$ cat config.mk
export PLATFORM = sky130hd
export DESIGN_NAME = noc_switch_allocator
export DESIGN_NICKNAME = d
export VERILOG_FILES = /design/src/rtl/noc_pkg.sv /design/src/rtl/noc_rr_arbiter.sv /design/src/rtl/noc_switch_allocator.sv
export SDC_FILE = /design/constraint.sdc
export NUM_CORES = 1
export LEC_CHECK = 0
export ABC_CLOCK_PERIOD_IN_PS = 21600
export BUFFER_PORTS_ARGS = -buffer_cell sky130_fd_sc_hd__buf_2
export CORE_MARGIN = 4
export CORE_UTILIZATION = 56
export CTS_BUF_LIST = sky130_fd_sc_hd__clkbuf_4 sky130_fd_sc_hd__clkbuf_8
export CTS_CLUSTER_SIZE = 10
export DETAILED_ROUTE_END_ITERATION = 16
export MAX_ROUTING_LAYER = met4
export PLACE_DENSITY = 0.74
export SYNTH_ARGS = -nofsm -noshare
export SYNTH_HDL_FRONTEND = slang
export SYNTH_SLANG_ARGS = --single-unit
$ cat constraint.sdc
create_clock -name clk -period 21.6 [get_ports clk]
set_input_delay 3.24 -clock clk [delete_from_list [all_inputs] [get_ports clk]]
set_output_delay 3.24 -clock clk [all_outputs]
set_load 0.01 [all_outputs]
$ cat src/rtl/noc_pkg.sv
// Shared definitions for the NoC switch allocator.
//   Direction codes double as port indices (EAST=0 .. LOCAL=4).
//   Each output carries a small context (IDLE/LOCKED plus the owning
//   input). It is kept as a packed struct so checkers can bind to one
//   signal per output.
package noc_pkg;

    localparam int NUM_PORTS = 5;
    localparam int DIR_BITS  = 3;
    localparam int CREDITS   = 4;
    localparam int CRED_BITS = $clog2(CREDITS + 1);
    localparam int SEL_BITS  = $clog2(NUM_PORTS);

    typedef logic [DIR_BITS-1:0]  dir_t;
    typedef logic [SEL_BITS-1:0]  sel_t;
    typedef logic [CRED_BITS-1:0] cred_t;

    localparam dir_t EAST  = dir_t'(0);
    localparam dir_t WEST  = dir_t'(1);
    localparam dir_t NORTH = dir_t'(2);
    localparam dir_t SOUTH = dir_t'(3);
    localparam dir_t LOCAL = dir_t'(4);

    localparam cred_t CRED_FULL = cred_t'(CREDITS);

    typedef enum logic {
        IDLE   = 1'b0,
        LOCKED = 1'b1
    } out_state_e;

    typedef struct packed {
        out_state_e state;
        sel_t       owner;
    } out_ctx_t;

    // Index of the set bit in a one-hot (or all-zero) vector.
    function automatic sel_t onehot_to_idx(input logic [NUM_PORTS-1:0] oh);
        sel_t idx;
        idx = '0;
        for (int i = 0; i < NUM_PORTS; i++) begin
            if (oh[i]) idx = idx | sel_t'(i);
        end
        return idx;
    endfunction

    // Round-robin successor: (p + 1) mod NUM_PORTS.
    function automatic sel_t next_port(input sel_t p);
        return (p == sel_t'(NUM_PORTS - 1)) ? '0 : sel_t'(p + 1'b1);
    endfunction

endpackage

$ cat src/rtl/noc_rr_arbiter.sv
// N-way round-robin arbiter, purely combinational.
//   req_i : request vector
//   ptr_i : index with highest priority this cycle
//   gnt_o : one-hot grant (all zero when nothing requests)
// Requesters are scanned in increasing index order, starting at ptr_i and
// wrapping around. The first requester found wins.
module noc_rr_arbiter #(
    parameter int N        = 5,
    parameter int PTR_BITS = 3
) (
    input  logic [N-1:0]        req_i,
    input  logic [PTR_BITS-1:0] ptr_i,
    output logic [N-1:0]        gnt_o
);

    logic                found;
    logic [PTR_BITS-1:0] idx;

    always_comb begin
        gnt_o = '0;
        found = 1'b0;
        idx   = '0;
        for (int k = 0; k < N; k++) begin
            idx = PTR_BITS'((int'(ptr_i) + k) % N);
            if (!found && req_i[idx]) begin
                gnt_o[idx] = 1'b1;
                found      = 1'b1;
            end
        end
    end

endmodule

$ cat src/rtl/noc_switch_allocator.sv
// Wormhole switch allocator with credit-based flow control.
//   clk, rst      : clock, asynchronous active-high reset
//   in_valid      : input i holds a flit
//   in_dir        : requested output of input i (DIR_BITS per input)
//   in_tail       : flit at input i is a tail (single-flit packet: head = tail)
//   in_ready      : combinational grant; a flit moves on in_valid & in_ready
//   credit_return : the downstream buffer of output o freed one slot
//   xbar_sel      : registered crossbar select per output
//   out_valid     : registered, output o carries a flit this cycle
//   credit_cnt    : current credits per output
// Handshake: a flit transfers in any cycle where in_valid[i] and in_ready[i]
// are both high. in_ready depends on the current inputs, so upstream must not
// make in_valid depend on in_ready.
// An output is granted only when it has at least one credit. A head flit that
// is not also a tail locks the output to its input until the tail passes. The
// lock is kept while the output waits for credits.
module noc_switch_allocator
    import noc_pkg::*;
(
    input  logic                           clk,
    input  logic                           rst,
    input  logic [NUM_PORTS-1:0]           in_valid,
    input  logic [NUM_PORTS*DIR_BITS-1:0]  in_dir,
    input  logic [NUM_PORTS-1:0]           in_tail,
    output logic [NUM_PORTS-1:0]           in_ready,
    input  logic [NUM_PORTS-1:0]           credit_return,
    output logic [NUM_PORTS*SEL_BITS-1:0]  xbar_sel,
    output logic [NUM_PORTS-1:0]           out_valid,
    output logic [NUM_PORTS*CRED_BITS-1:0] credit_cnt
);

    // Per-output state
    out_ctx_t ctx_q      [NUM_PORTS];
    out_ctx_t ctx_d      [NUM_PORTS];
    sel_t     rr_ptr_q   [NUM_PORTS];
    sel_t     rr_ptr_d   [NUM_PORTS];
    cred_t    cred_q     [NUM_PORTS];
    cred_t    cred_d     [NUM_PORTS];
    sel_t     xbar_sel_q [NUM_PORTS];
    logic [NUM_PORTS-1:0] out_valid_q;

    // Per-output combinational terms
    logic [NUM_PORTS-1:0] req     [NUM_PORTS];  // req[o][i]: input i wants output o
    logic [NUM_PORTS-1:0] arb_gnt [NUM_PORTS];
    logic [NUM_PORTS-1:0] grant   [NUM_PORTS];
    sel_t                 win_idx [NUM_PORTS];
    logic [NUM_PORTS-1:0] xfer;
    logic [NUM_PORTS-1:0] rdy_any;

    // A direction code of NUM_PORTS or above matches no output, so that
    // request is never granted.
    always_comb begin
        for (int o = 0; o < NUM_PORTS; o++) begin
            for (int i = 0; i < NUM_PORTS; i++) begin
                req[o][i] = in_valid[i] &&
                            (dir_t'(in_dir[i*DIR_BITS +: DIR_BITS]) == dir_t'(o));
            end
        end
    end

    for (genvar o = 0; o < NUM_PORTS; o++) begin : g_out
        noc_rr_arbiter #(
            .N        (NUM_PORTS),
            .PTR_BITS (SEL_BITS)
        ) u_arb (
            .req_i (req[o]),
            .ptr_i (rr_ptr_q[o]),
            .gnt_o (arb_gnt[o])
        );

        // Returning a credit to an output that already holds all of them
        // means the downstream bookkeeping is broken. The count saturates.
        a_credit_overflow: assert property (@(posedge clk) disable iff (rst)
            !(credit_return[o] && !xfer[o] && cred_q[o] == CRED_FULL))
            else $warning("noc_switch_allocator: credit returned to full output %0d", o);
    end

    // A locked output only considers its owner. The arbiter result is used
    // only while the output is idle.
    always_comb begin
        rdy_any = '0;
        for (int o = 0; o < NUM_PORTS; o++) begin
            grant[o] = '0;
            if (cred_q[o] != '0) begin
                if (ctx_q[o].state == IDLE) begin
                    grant[o] = arb_gnt[o];
                end else begin
                    grant[o][ctx_q[o].owner] = req[o][ctx_q[o].owner];
                end
            end
            xfer[o]    = |grant[o];
            win_idx[o] = onehot_to_idx(grant[o]);
            rdy_any    = rdy_any | grant[o];
        end
    end

    assign in_ready = rst ? '0 : rdy_any;

    // Next state for the lock, the round-robin pointer and the credits.
    always_comb begin
        for (int o = 0; o < NUM_PORTS; o++) begin
            ctx_d[o]    = ctx_q[o];
            rr_ptr_d[o] = rr_ptr_q[o];
            cred_d[o]   = cred_q[o];

            if (xfer[o]) begin
                if (ctx_q[o].state == IDLE) begin
                    rr_ptr_d[o] = next_port(win_idx[o]);
                    if (!in_tail[win_idx[o]]) begin
                        ctx_d[o].state = LOCKED;
                        ctx_d[o].owner = win_idx[o];
                    end
                end else if (in_tail[win_idx[o]]) begin
                    ctx_d[o].state = IDLE;
                end
            end

            unique case ({xfer[o], credit_return[o]})
                2'b10: cred_d[o] = cred_q[o] - 1'b1;
                2'b01: if (cred_q[o] != CRED_FULL) cred_d[o] = cred_q[o] + 1'b1;
                default: ;
            endcase
        end
    end

    always_ff @(posedge clk or posedge rst) begin
        if (rst) begin
            for (int o = 0; o < NUM_PORTS; o++) begin
                ctx_q[o]      <= '{state: IDLE, owner: '0};
                rr_ptr_q[o]   <= '0;
                cred_q[o]     <= CRED_FULL;
                xbar_sel_q[o] <= '0;
            end
            out_valid_q <= '0;
        end else begin
            for (int o = 0; o < NUM_PORTS; o++) begin
                ctx_q[o]    <= ctx_d[o];
                rr_ptr_q[o] <= rr_ptr_d[o];
                cred_q[o]   <= cred_d[o];
                if (xfer[o]) xbar_sel_q[o] <= win_idx[o];
            end
            out_valid_q <= xfer;
        end
    end

    always_comb begin
        for (int o = 0; o < NUM_PORTS; o++) begin
            xbar_sel[o*SEL_BITS +: SEL_BITS]    = xbar_sel_q[o];
            credit_cnt[o*CRED_BITS +: CRED_BITS] = cred_q[o];
        end
    end

    assign out_valid = out_valid_q;

endmodule

==> impl_metrics.xml <==
<?xml version="1.0" encoding="UTF-8"?>
<metrics>
  <group name="synthesis">
    <metric name="synth_simple_gate_area_share" unit="%">28.6</metric>
    <metric name="syn_nets" unit="">2022</metric>
    <metric name="synth_cell_types" unit="">125</metric>
    <metric name="synth.yosys.seq_area_share" unit="%">12.6</metric>
    <metric name="async_flop_share" unit="%">100</metric>
    <metric name="synth_xor_xnor_area_share" unit="%">2.86</metric>
    <metric name="synthesis.yosys.warnings" unit="">0</metric>
    <metric name="synth_edf_count" unit="">0</metric>
    <metric name="synthCells" unit="">1866</metric>
    <metric name="summed_instance_area_of_the_synthesized_netlist" unit="um2">14000</metric>
    <metric name="mux_share_of_post_synthesis_cell_area" unit="%">6.79</metric>
    <metric name="postSynthAreaPerCell" unit="um2">7.49</metric>
    <metric name="synth_top_family_by_area" unit="">compound AO/OA/AOI/OAI gates</metric>
    <metric name="synth-adder-area-share" unit="%">11.5</metric>
    <metric name="synth_flop_cell" unit="">sky130_fd_sc_hd__dfrtp_1</metric>
    <metric name="ys_seq_elements" unit="">70</metric>
    <metric name="synth_compound_gate_area_share" unit="%">31.4</metric>
  </group>
  <group name="die">
    <metric name="core_region_area" unit="um2">24500</metric>
    <metric name="std_cell_rows" unit="">57</metric>
    <metric name="die_w" unit="um">166</metric>
    <metric name="starting_density_of_the_core" unit="%">57.1</metric>
    <metric name="fp.dieH" unit="um">166</metric>
    <metric name="fp.dieArea" unit="um2">27500</metric>
    <metric name="pin_count" unit="">72</metric>
  </group>
  <group name="cells_and_area">
    <metric name="multi_input_area" unit="um2">11400</metric>
    <metric name="syn_to_final_growth" unit="%">5.41</metric>
    <metric name="nNetsFinal" unit="">2037</metric>
    <metric name="design_area" unit="um2">14700</metric>
    <metric name="area.sequential" unit="um2">1760</metric>
    <metric name="nFillCells" unit="">2281</metric>
    <metric name="post_route_cells_drive_above_1_share" unit="%">12.3</metric>
    <metric name="finished_core_util" unit="%">60.2</metric>
  </group>
  <group name="worst_setup_path">
    <metric name="worstSetupEndpointType" unit="">primary output</metric>
    <metric name="worstPathArrival" unit="ns">7.38</metric>
    <metric name="timing.critical_path.fanout_max" unit="">46</metric>
    <metric name="regToRegSetupSlack" unit="ns">13.56</metric>
    <metric name="cp.required" unit="ns">18.36</metric>
    <metric name="critPathKind" unit="">flip-flop to primary output</metric>
    <metric name="start_kind" unit="">flip-flop</metric>
  </group>
  <group name="detailed_routing">
    <metric name="met3RoutedLength" unit="um">3520</metric>
    <metric name="topRoutingLayerUsed" unit="">met4</metric>
    <metric name="drt-initial-drc-count" unit="">1599</metric>
    <metric name="ant_nets" unit="">0</metric>
    <metric name="drc" unit="">0</metric>
    <metric name="wirelength" unit="um">43100</metric>
    <metric name="route.met2.wl" unit="um">19000</metric>
    <metric name="avgViaCountPerCell" unit="">6.78</metric>
    <metric name="dr_total_vias" unit="">15000</metric>
    <metric name="post_drt_wl_per_cell" unit="um">19.5</metric>
    <metric name="first_pass_iters" unit="">7</metric>
    <metric name="m1WireLength" unit="um">19000</metric>
  </group>
  <group name="clock_tree">
    <metric name="cts-hold-fix-buffers" unit="">0</metric>
    <metric name="clock_insertion_delay_worst_skew" unit="ns">0.39</metric>
    <metric name="post_cts.repair.setup_buffers" unit="">0</metric>
    <metric name="ctsLongestPathBuffers" unit="">2</metric>
    <metric name="htreeDepth" unit="">3</metric>
    <metric name="cts.root.buffer_cell" unit="">sky130_fd_sc_hd__clkbuf_8</metric>
    <metric name="clkSlewWorstSetupHoldPaths" unit="ns">0.09</metric>
    <metric name="tritoncts" unit="">done</metric>
    <metric name="numClockSinks" unit="">70</metric>
    <metric name="cts_inserted_buffers" unit="">9</metric>
    <metric name="postCtsResizedCells" unit="">0</metric>
  </group>
  <group name="grt">
    <metric name="globalRouteOverflowTotal" unit="">0</metric>
    <metric name="grt_pass1_wl" unit="um">69000</metric>
    <metric name="grt_pass1_vias" unit="">13500</metric>
    <metric name="grt.total_usage" unit="%">30.2</metric>
    <metric name="largest_net_degree_at_the_start_of_global_routing" unit="">47</metric>
    <metric name="grt_antenna_before_repair" unit="">6</metric>
  </group>
  <group name="status">
    <metric name="status" unit="">finished, final reports clean</metric>
  </group>
  <group name="placed_design">
    <metric name="dp.final_hpwl" unit="um">33300</metric>
    <metric name="placement.io_buffers" unit="">71</metric>
    <metric name="placedInstanceArea" unit="um2">14500</metric>
    <metric name="gp_congestion" unit="">0.998</metric>
  </group>
  <group name="timing">
    <metric name="grt_setup_unrepaired" unit="">false</metric>
    <metric name="hold_viol_final" unit="">0</metric>
    <metric name="hold_ws" unit="ns">0.480</metric>
    <metric name="minimum_clock_period_after_layout" unit="ns">10.62</metric>
    <metric name="setup-tns-final" unit="ns">0</metric>
    <metric name="worst_slew_pin_slew" unit="ns">0.902</metric>
    <metric name="max_clock_freq" unit="MHz">94.2</metric>
    <metric name="final.setup_skew" unit="ns">0.0186</metric>
    <metric name="final.period_utilization" unit="%">49.2</metric>
    <metric name="maxSlewHeadroom" unit="%">39.7</metric>
    <metric name="setup_violations" unit="">0</metric>
    <metric name="final_max_slew_viol_count" unit="">0</metric>
  </group>
  <group name="job">
    <metric name="maxCapViolations" unit="">0</metric>
  </group>
  <group name="min_path">
    <metric name="timing.hold.worst.class" unit="">flip-flop to flip-flop</metric>
  </group>
</metrics>
## cell usage in the layout, fill, tap and decap left out, types with 30 or more instances in the layout
cell type and count:
sky130_fd_sc_hd__nand2b_1 33, sky130_fd_sc_hd__a21o_1 30, sky130_fd_sc_hd__nand2_1 144, sky130_fd_sc_hd__a31oi_1 38
sky130_fd_sc_hd__o21ai_0 87, sky130_fd_sc_hd__ha_1 117, sky130_fd_sc_hd__xnor2_1 34, sky130_fd_sc_hd__a21oi_1 125
sky130_fd_sc_hd__inv_1 111, sky130_fd_sc_hd__nor3_1 53, sky130_fd_sc_hd__nor2_1 156, sky130_fd_sc_hd__dfrtp_1 65
sky130_fd_sc_hd__buf_2 71, sky130_fd_sc_hd__mux2i_1 53, sky130_fd_sc_hd__nand3_1 58
## Yosys cell counts, types with 29 or more instances
master | count | area, um2
sky130_fd_sc_hd__a21o_1 | 30 | 225
sky130_fd_sc_hd__mux2i_1 | 53 | 531
sky130_fd_sc_hd__xnor2_1 | 34 | 298
sky130_fd_sc_hd__clkbuf_1 | 57 | 214
sky130_fd_sc_hd__nor3_1 | 53 | 265
sky130_fd_sc_hd__dfrtp_1 | 65 | 1630
sky130_fd_sc_hd__nand3_1 | 58 | 290
sky130_fd_sc_hd__ha_1 | 117 | 1460
sky130_fd_sc_hd__nor2_1 | 156 | 586
sky130_fd_sc_hd__nand2b_1 | 33 | 206
sky130_fd_sc_hd__a211oi_1 | 29 | 218
sky130_fd_sc_hd__o21ai_0 | 87 | 435
sky130_fd_sc_hd__a21oi_1 | 125 | 626
sky130_fd_sc_hd__nand2_1 | 144 | 541
sky130_fd_sc_hd__a31oi_1 | 38 | 238
sky130_fd_sc_hd__inv_1 | 112 | 420
## flip-flops by register name, indices dropped and copies added (netlist names)
name and count:
credit_cnt 15, ctx_q 20, out_valid 5, rr_ptr_q 15, xbar_sel 15
## final timing paths
| path | start | to | cells past startpoint |
|---|---|---|---|
| max | rr_ptr_q[9] | in_ready[4] | 21 |
| min | xbar_sel[8] | xbar_sel[8] | 2 |
| max reg2reg | rr_ptr_q[3] | credit_cnt[11] | 24 |
| min reg2reg | xbar_sel[8] | xbar_sel[8] | 2 |
| max in group asynchronous | rst | ctx_q[8] | 3 |
| min in group asynchronous | rst | rr_ptr_q[5] | 2 |
## final cells by class
class / count / share of cell area [%]
Antenna cell: 5 / 0.0850
Clock inverter: 5 / 0.391
Inverter: 125 / 3.21
Timing Repair Buffer: 93 / 3.54
Sequential cell: 70 / 11.9
Multi-Input combinational cell: 1582 / 77.1
Clock buffer: 11 / 0.986
Tap cell: 324 / 2.75
## layer usage
layer,global-route usage [%],up-vias
met5,-,-
met4,11.9,0
met3,5.33,100
met2,45.1,658
met1,40.9,7113
li1,-,7146
## through the flow
| step | instances | setup slack, ns |
|---|---|---|
| after floorplan | 1866 | 12.12 |
| after global placement | 2194 | 11.68 |
| after detailed placement | 2194 | 11.55 |
| after CTS | 2210 | 11.12 |
| after global routing | 2215 | 10.52 |
| final | 2215 | 10.98 |
## cell families after synthesis
family,Yosys count
flops,70
xor+xnor,43
fa+ha+maj,124
mux,84
compound gates,612
buf+inv,214
simple gates,719
## critical path, stage by stage, from the launching register on
cell and delay (ns):
sky130_fd_sc_hd__dfrtp_1 0.33, sky130_fd_sc_hd__buf_4 0.41, sky130_fd_sc_hd__clkinv_1 0.66, sky130_fd_sc_hd__ha_1 1.06
sky130_fd_sc_hd__inv_1 0.24, sky130_fd_sc_hd__ha_1 0.28, sky130_fd_sc_hd__nor3_1 0.44, sky130_fd_sc_hd__or3_1 0.21
sky130_fd_sc_hd__nand2_1 0.12, sky130_fd_sc_hd__ha_1 0.25, sky130_fd_sc_hd__nor2b_1 0.15, sky130_fd_sc_hd__o32ai_2 0.35
sky130_fd_sc_hd__xnor2_1 0.25, sky130_fd_sc_hd__or4b_1 0.59, sky130_fd_sc_hd__and3_1 0.20, sky130_fd_sc_hd__a2111o_1 0.37
sky130_fd_sc_hd__a21oi_1 0.17, sky130_fd_sc_hd__o41ai_2 0.09, sky130_fd_sc_hd__buf_4 0.20, sky130_fd_sc_hd__and3_1 0.17
sky130_fd_sc_hd__a31oi_1 0.25, sky130_fd_sc_hd__buf_2 0.19
Power is not shown: default switching activity piles up to over one toggle a cycle in this logic, so the estimate is an artifact.
